[src/rtl/key_debounce_if.sv]
// ============================================================================
// Module  : key_debounce_if
// Purpose : Raw key input and conditioned key outputs of the debounce stage.
// Revision: 1.0 - initial release
// ============================================================================
`default_nettype none

interface key_debounce_if;
    logic key_in;       // raw button, asynchronous, 0 = pressed
    logic key_level;    // debounced level, 0 = pressed
    logic key_press;
    logic key_release;
    logic key_long;

    // master: the button side driving key_in and consuming the results
    modport master (
        output key_in,
        input  key_level,
        input  key_press,
        input  key_release,
        input  key_long
    );

    // slave: the debounce block itself
    modport slave (
        input  key_in,
        output key_level,
        output key_press,
        output key_release,
        output key_long
    );
endinterface

`default_nettype wire

[src/rtl/key_debounce.sv]
// ============================================================================
// Module  : key_debounce
// Purpose : Synchronise and debounce an active-low key; emit level and pulses.
// Revision: 1.0 - initial release
// ============================================================================
`default_nettype none

module key_debounce #(
    parameter int DEBOUNCE_CNT = 1000000,
    parameter int LONG_CNT     = 50000000
) (
    input  wire logic      clk,
    input  wire logic      rst_n,
    key_debounce_if.slave  kif
);

    localparam int DB_W   = $clog2(DEBOUNCE_CNT) + 1;
    localparam int LONG_W = $clog2(LONG_CNT) + 1;
    localparam logic [DB_W-1:0]   DB_LAST   = DB_W'(DEBOUNCE_CNT - 1);
    localparam logic [LONG_W-1:0] LONG_LAST = LONG_W'(LONG_CNT - 1);

    typedef enum logic [1:0] {
        ST_IDLE         = 2'd0,
        ST_PRESS_WAIT   = 2'd1,
        ST_PRESSED      = 2'd2,
        ST_RELEASE_WAIT = 2'd3
    } state_t;

    state_t              state_q, state_d;
    logic                sync1_q, sync2_q;
    logic [DB_W-1:0]     db_cnt_q, db_cnt_d;
    logic [LONG_W-1:0]   long_cnt_q, long_cnt_d;
    logic [LONG_W-1:0]   w_long_inc;
    logic                long_done_q, long_done_d;
    logic                key_level_q, key_level_d;
    logic                key_press_q, key_press_d;
    logic                key_release_q, key_release_d;
    logic                key_long_q, key_long_d;

    always_ff @(posedge clk) begin
        if (!rst_n) begin
            sync1_q       <= 1'b1;
            sync2_q       <= 1'b1;
            state_q       <= ST_IDLE;
            db_cnt_q      <= '0;
            long_cnt_q    <= '0;
            long_done_q   <= 1'b0;
            key_level_q   <= 1'b1;
            key_press_q   <= 1'b0;
            key_release_q <= 1'b0;
            key_long_q    <= 1'b0;
        end else begin
            sync1_q       <= kif.key_in;
            sync2_q       <= sync1_q;
            state_q       <= state_d;
            db_cnt_q      <= db_cnt_d;
            long_cnt_q    <= long_cnt_d;
            long_done_q   <= long_done_d;
            key_level_q   <= key_level_d;
            key_press_q   <= key_press_d;
            key_release_q <= key_release_d;
            key_long_q    <= key_long_d;
        end
    end

    // Saturating increment; key_long fires on the edge the count reaches its end
    assign w_long_inc = (long_cnt_q == LONG_LAST) ? long_cnt_q : long_cnt_q + LONG_W'(1);

    always_comb begin
        state_d       = state_q;
        db_cnt_d      = db_cnt_q;
        long_cnt_d    = long_cnt_q;
        long_done_d   = long_done_q;
        key_level_d   = key_level_q;
        key_press_d   = 1'b0;
        key_release_d = 1'b0;
        key_long_d    = 1'b0;

        case (state_q)
            ST_IDLE: begin
                if (!sync2_q) begin
                    state_d  = ST_PRESS_WAIT;
                    db_cnt_d = DB_W'(1);
                end
            end
            ST_PRESS_WAIT: begin
                if (sync2_q) begin
                    state_d  = ST_IDLE;
                    db_cnt_d = '0;
                end else if (db_cnt_q == DB_LAST) begin
                    state_d     = ST_PRESSED;
                    key_press_d = 1'b1;
                    key_level_d = 1'b0;
                    long_cnt_d  = '0;
                    long_done_d = 1'b0;
                end else begin
                    db_cnt_d = db_cnt_q + DB_W'(1);
                end
            end
            ST_PRESSED: begin
                long_cnt_d = w_long_inc;
                if (w_long_inc == LONG_LAST && !long_done_q) begin
                    key_long_d  = 1'b1;
                    long_done_d = 1'b1;
                end
                if (sync2_q) begin
                    state_d  = ST_RELEASE_WAIT;
                    db_cnt_d = DB_W'(1);
                end
            end
            ST_RELEASE_WAIT: begin
                if (!sync2_q) begin
                    state_d  = ST_PRESSED;
                    db_cnt_d = '0;
                end else if (db_cnt_q == DB_LAST) begin
                    state_d       = ST_IDLE;
                    key_release_d = 1'b1;
                    key_level_d   = 1'b1;
                end else begin
                    db_cnt_d = db_cnt_q + DB_W'(1);
                end
            end
            default: state_d = ST_IDLE;
        endcase
    end

    assign kif.key_level   = key_level_q;
    assign kif.key_press   = key_press_q;
    assign kif.key_release = key_release_q;
    assign kif.key_long    = key_long_q;

endmodule

`default_nettype wire
[src/flat_wrapper.sv]
// flat-port wrapper written by rule: the top's interface ports become plain ports
module key_debounce_flat 
#(
    parameter int DEBOUNCE_CNT = 1000000,
    parameter int LONG_CNT     = 50000000
)
  (clk, rst_n, kif_key_in, kif_key_level, kif_key_press, kif_key_release, kif_key_long);
  key_debounce_if kif_i ();
  input  wire logic clk;
  input  wire logic rst_n;
  input wire logic [$bits(kif_i.key_in)-1:0] kif_key_in;
  output wire logic [$bits(kif_i.key_level)-1:0] kif_key_level;
  output wire logic [$bits(kif_i.key_press)-1:0] kif_key_press;
  output wire logic [$bits(kif_i.key_release)-1:0] kif_key_release;
  output wire logic [$bits(kif_i.key_long)-1:0] kif_key_long;
  assign kif_i.key_in = kif_key_in;
  assign kif_key_level = kif_i.key_level;
  assign kif_key_press = kif_i.key_press;
  assign kif_key_release = kif_i.key_release;
  assign kif_key_long = kif_i.key_long;
  key_debounce #(.DEBOUNCE_CNT(DEBOUNCE_CNT), .LONG_CNT(LONG_CNT)) u_core (.clk(clk), .rst_n(rst_n), .kif(kif_i));
endmodule
[config.mk]
export PLATFORM = sky130hd
export DESIGN_NAME = key_debounce_flat
export DESIGN_NICKNAME = d
export VERILOG_FILES = /design/src/rtl/key_debounce_if.sv /design/src/rtl/key_debounce.sv /design/src/flat_wrapper.sv
export SDC_FILE = /design/constraint.sdc
export NUM_CORES = 1
export LEC_CHECK = 0
export BUFFER_PORTS_ARGS = -buffer_cell sky130_fd_sc_hd__buf_2
export CAP_MARGIN = 15
export CORE_MARGIN = 4
export CORE_UTILIZATION = 59
export CTS_BUF_LIST = sky130_fd_sc_hd__clkbuf_2 sky130_fd_sc_hd__clkbuf_4 sky130_fd_sc_hd__clkbuf_8
export CTS_CLUSTER_SIZE = 25
export DETAILED_ROUTE_END_ITERATION = 6
export HOLD_SLACK_MARGIN = 0.15
export PLACE_DENSITY = 0.79
export SLEW_MARGIN = 20
export SYNTH_ARGS = -nofsm -noshare
export SYNTH_HDL_FRONTEND = slang
export SYNTH_SLANG_ARGS = --single-unit
[constraint.sdc]
create_clock -name clk -period 2.67 [get_ports clk]
set_input_delay 0.1335 -clock clk [delete_from_list [all_inputs] [get_ports clk]]
set_output_delay 0.1335 -clock clk [all_outputs]
set_load 0.1 [all_outputs]
==> results.md <==
- From bottom edge to top edge, the die measures 82.71 µm.
- The post-layout net count is 444.
- The pin count of the biggest net entering global routing is 30.
- The data arrival time of the worst path is 2.86 ns.
- After clock tree synthesis, the clock-pin slew on the worst setup and hold paths is 0.07 ns.
- The path class of the tightest hold or removal check is primary input to register.
- After clock tree synthesis, the setup repair step added 0 buffers.
- The average wire per cell in the routed design is 16.82 µm.
- In the final timing run, aggregate negative setup slack is 0 ns.
- The final route contains 3279 vias.
- The slew at the pin with the worst max-slew slack is 0.7541 ns.
- Measured against its own limit, the worst slew margin works out to 48.43%.
- The layout-stage area growth over the synthesis result is 14.67%.
- The global-route wire length before repair is 14.12 mm.
- For this design the ratio of total power to cell area is 679.4 mW/mm².
- Among all flip-flop cells after synthesis, the most frequent one is sky130_fd_sc_hd__dfxtp_1.
- The remaining global-route overflow is 0.
- The library cell used most frequently in the layout, excluding fill and tap cells, is sky130_fd_sc_hd__dfxtp_1.
- The final max-slew violation count came to 0.
- The number of global-route vias before repair is 2915.
- The flip-flop and latch count after synthesis is 57.
- The number of enable flip-flop cells after synthesis is 0.
- The depth of the worst register-to-register path is 7.
- The layout cell share with drive strength beyond 1 is 15.00%.
- The number of standard-cell rows in the floorplan is 26.
- The highest net fanout along the worst path is 6.
- The average footprint of a synthesized cell is 7.860 µm².
- The top cell types in the final layout, fill and taps aside, are sky130_fd_sc_hd__dfxtp_1 (54), sky130_fd_sc_hd__nor2_1 (37), sky130_fd_sc_hd__nand2_1 (37).
- In this run the horizontal extent of the chip is 82.71 µm.
- The number of antenna-violating nets in the routed design is 0.
- The time the worst path needs with I/O delays and setup is 2.573 ns.
- After technology mapping, the gate count stands at 419.
- The total power is 0.002565 W.
- Before antenna repair, the detailed router went through 5 iterations.
- The fraction of registers with async set or reset after synthesis is 0%.
- The kind of end point of the critical path is a register.
- After detailed routing, the total wire length is 8.578 mm.
- The setup slack of the most critical reg-to-reg path is 0.1 ns.
- The tool flagged a number of max-cap violations equal to 0.
- The final weighted congestion in routability-driven placement is 1.045.
- The die area is 0.006841 mm².
- The antenna diode count is 0.
- The cell depth of the worst hold path is 2.
- The flow ran to the end, and the final reports show no timing, DRC or antenna violations.
- The clock skew after layout is 0.009474 ns.
- Summed over all cells, the static leakage comes to 1.255 nW.
- The synthesized net count is 428.
- The core outline area is 0.005270 mm².
- The clock reaches the later pin of the worst-skew pair after 0.34 ns.
- No sink is reached through more buffers than the 2 on the longest clock path.
- The hold violation total from the final report is 0.
- Of the synthesized area, sequential elements account for 34.65%.
- The type of origin of the critical path is a register.
- The worst path uses 96.39% of the clock period.
- Dividing the detail-routed via count by the number of cells gives 6.429.
- The effective utilization at floorplan is 62.49%.
- The detailed router finished its first iteration with 247 violations.
- TritonCTS built the clock tree.
- The total number of clock tree sinks is 57.
- The HPWL after detailed placement is 5.808 mm.
- The number of antenna violations at the first check in global routing is 0.
- The number of setup violations in the final report is 0.
- During synthesis, Yosys emitted a total of 0 warnings.
- Port buffering added 6 buffers.
- The post-synthesis cell type count is 59.
- 7 I/O pins were placed.
- Data on the critical path is required at its endpoint by 2.95 ns.
- The global router's overall resource usage is 27.53%.
- In this run the clock root is driven by a sky130_fd_sc_hd__clkbuf_8.
- The clock tree synthesis step divided the H-tree into 3 levels.
- The number of CTS-inserted buffers is 9.
- Static timing analysis puts the maximum clock frequency at 0.3886 GHz.
- The area of the mapped netlist is 0.003293 mm².
- The final routed DRC violation total is 0.
- The critical path is of the register to register type.
- Setup repair after global routing left no endpoint under its margin.
- The maximum ir drop on the vdd rail is 0.3852 mV.
==> synthesized netlist by cell type (4+ instances only) <==
master,n,share of area [%]
sky130_fd_sc_hd__buf_2,4,0.61
sky130_fd_sc_hd__nor3_1,17,2.6
sky130_fd_sc_hd__o21a_1,4,0.91
sky130_fd_sc_hd__a21oi_1,26,4.0
sky130_fd_sc_hd__dfxtp_1,57,35
sky130_fd_sc_hd__nor4b_1,4,1.1
sky130_fd_sc_hd__and2_1,4,0.76
sky130_fd_sc_hd__a31oi_1,8,1.5
sky130_fd_sc_hd__xor2_1,14,3.7
sky130_fd_sc_hd__nand2_1,37,4.2
sky130_fd_sc_hd__clkbuf_1,18,2.1
sky130_fd_sc_hd__inv_1,11,1.3
sky130_fd_sc_hd__nand4_1,11,2.1
sky130_fd_sc_hd__o21ai_0,29,4.4
sky130_fd_sc_hd__nand2b_1,4,0.76
sky130_fd_sc_hd__xnor2_1,7,1.9
sky130_fd_sc_hd__nor4_1,11,2.1
sky130_fd_sc_hd__or3_1,6,1.1
sky130_fd_sc_hd__ha_1,6,2.3
sky130_fd_sc_hd__and3_1,6,1.1
sky130_fd_sc_hd__nand3_1,28,4.3
sky130_fd_sc_hd__and4_1,6,1.6
sky130_fd_sc_hd__a32o_1,7,2.1
sky130_fd_sc_hd__nor2_1,37,4.2
sky130_fd_sc_hd__nor2b_1,4,0.76
==> layout make-up <==
type | instances | area, µm²
Multi-Input combinational cell | 322 | 2012
Fill cell | 419 | 1494
Sequential cell | 57 | 1145
Timing Repair Buffer | 34 | 242.7
Clock buffer | 11 | 145.1
Clock inverter | 5 | 102.6
Tap cell | 70 | 87.58
Inverter | 11 | 41.29
==> where the power goes <==
group,total (W),switching [W],leakage [nW],internal (W)
Sequential,0.000907,0.0000313,0.462,0.000876
Combinational,0.000641,0.000455,0.670,0.000186
Clock,0.00102,0.000363,0.123,0.000654
Total,0.00257,0.000849,1.26,0.00172
==> worst paths after layout <==
kind	start	endpoint
setup / recovery	u_core.long_cnt_q[14]$_SDFFE_PN0P_	u_core.long_done_q$_SDFFE_PN0P_
hold / removal	rst_n	u_core.sync1_q$_SDFF_PN1_
setup reg to reg	u_core.long_cnt_q[14]$_SDFFE_PN0P_	u_core.long_done_q$_SDFFE_PN0P_
hold reg to reg	u_core.sync1_q$_SDFF_PN1_	u_core.sync2_q$_SDFF_PN1_
==> stage by stage <==
step	std cells	worst slack, ns	cell area [µm²]	hold WS, ns	util (%)
2_1_floorplan	419	0.003759	3317	0.2350	-
3_3_place_gp	493	0.1691	3491	0.3179	66.24
3_5_place_dp	493	0.1256	3491	0.3261	66.24
4_1_cts	510	0.08136	3749	0.2507	71.13
5_1_grt	510	0.01198	3776	0.2773	71.65
6_report	510	0.09651	3776	0.2871	71.65
==> metal layers <==
metal,track usage (%),wire length [µm],up-vias
met5,0,0,-
met4,6.536,140,0
met3,10.09,759,24
met2,43.51,3918,143
met1,35.71,3760,1535
li1,-,-,1577
==> worst max-delay path, stage by stage, from the launching register on <==
cell	delay (ns)
sky130_fd_sc_hd__dfxtp_1	0.39
sky130_fd_sc_hd__nand3_1	0.12
sky130_fd_sc_hd__or3_1	0.36
sky130_fd_sc_hd__or4_4	0.47
sky130_fd_sc_hd__or3_4	0.41
sky130_fd_sc_hd__a2111oi_4	0.37
sky130_fd_sc_hd__and4b_1	0.23
sky130_fd_sc_hd__o221a_1	0.17
==> state kept, by name, indices dropped and copies added (netlist names), named ones only <==
| name | flops |
|---|---|
| u_core.kif.key_release | 1 |
| u_core.kif.key_long | 1 |
| u_core.long_done_q | 1 |
| u_core.kif.key_level | 1 |
| u_core.sync1_q | 1 |
| u_core.sync2_q | 1 |
| u_core.state_q | 1 |
| u_core.kif.key_press | 1 |
| u_core.long_cnt_q | 27 |
| u_core.db_cnt_q | 21 |
==> logic make-up after synthesis <==
kind of cell,after synthesis,synth area share (%)
compound gates,102,19.95
xor+xnor,21,5.585
fa+ha+maj,6,2.280
buf+inv,40,5.509
flops,57,34.65
mux,4,1.292
simple gates,189,30.74
==> timing repair <==
action,CTS,global route
hold buffers,1,0
resized for setup,0,7
setup endpoints to repair,0,5
endpoints found under the hold margin,1,0
No activity file was read; power rests on OpenSTA's default activity.
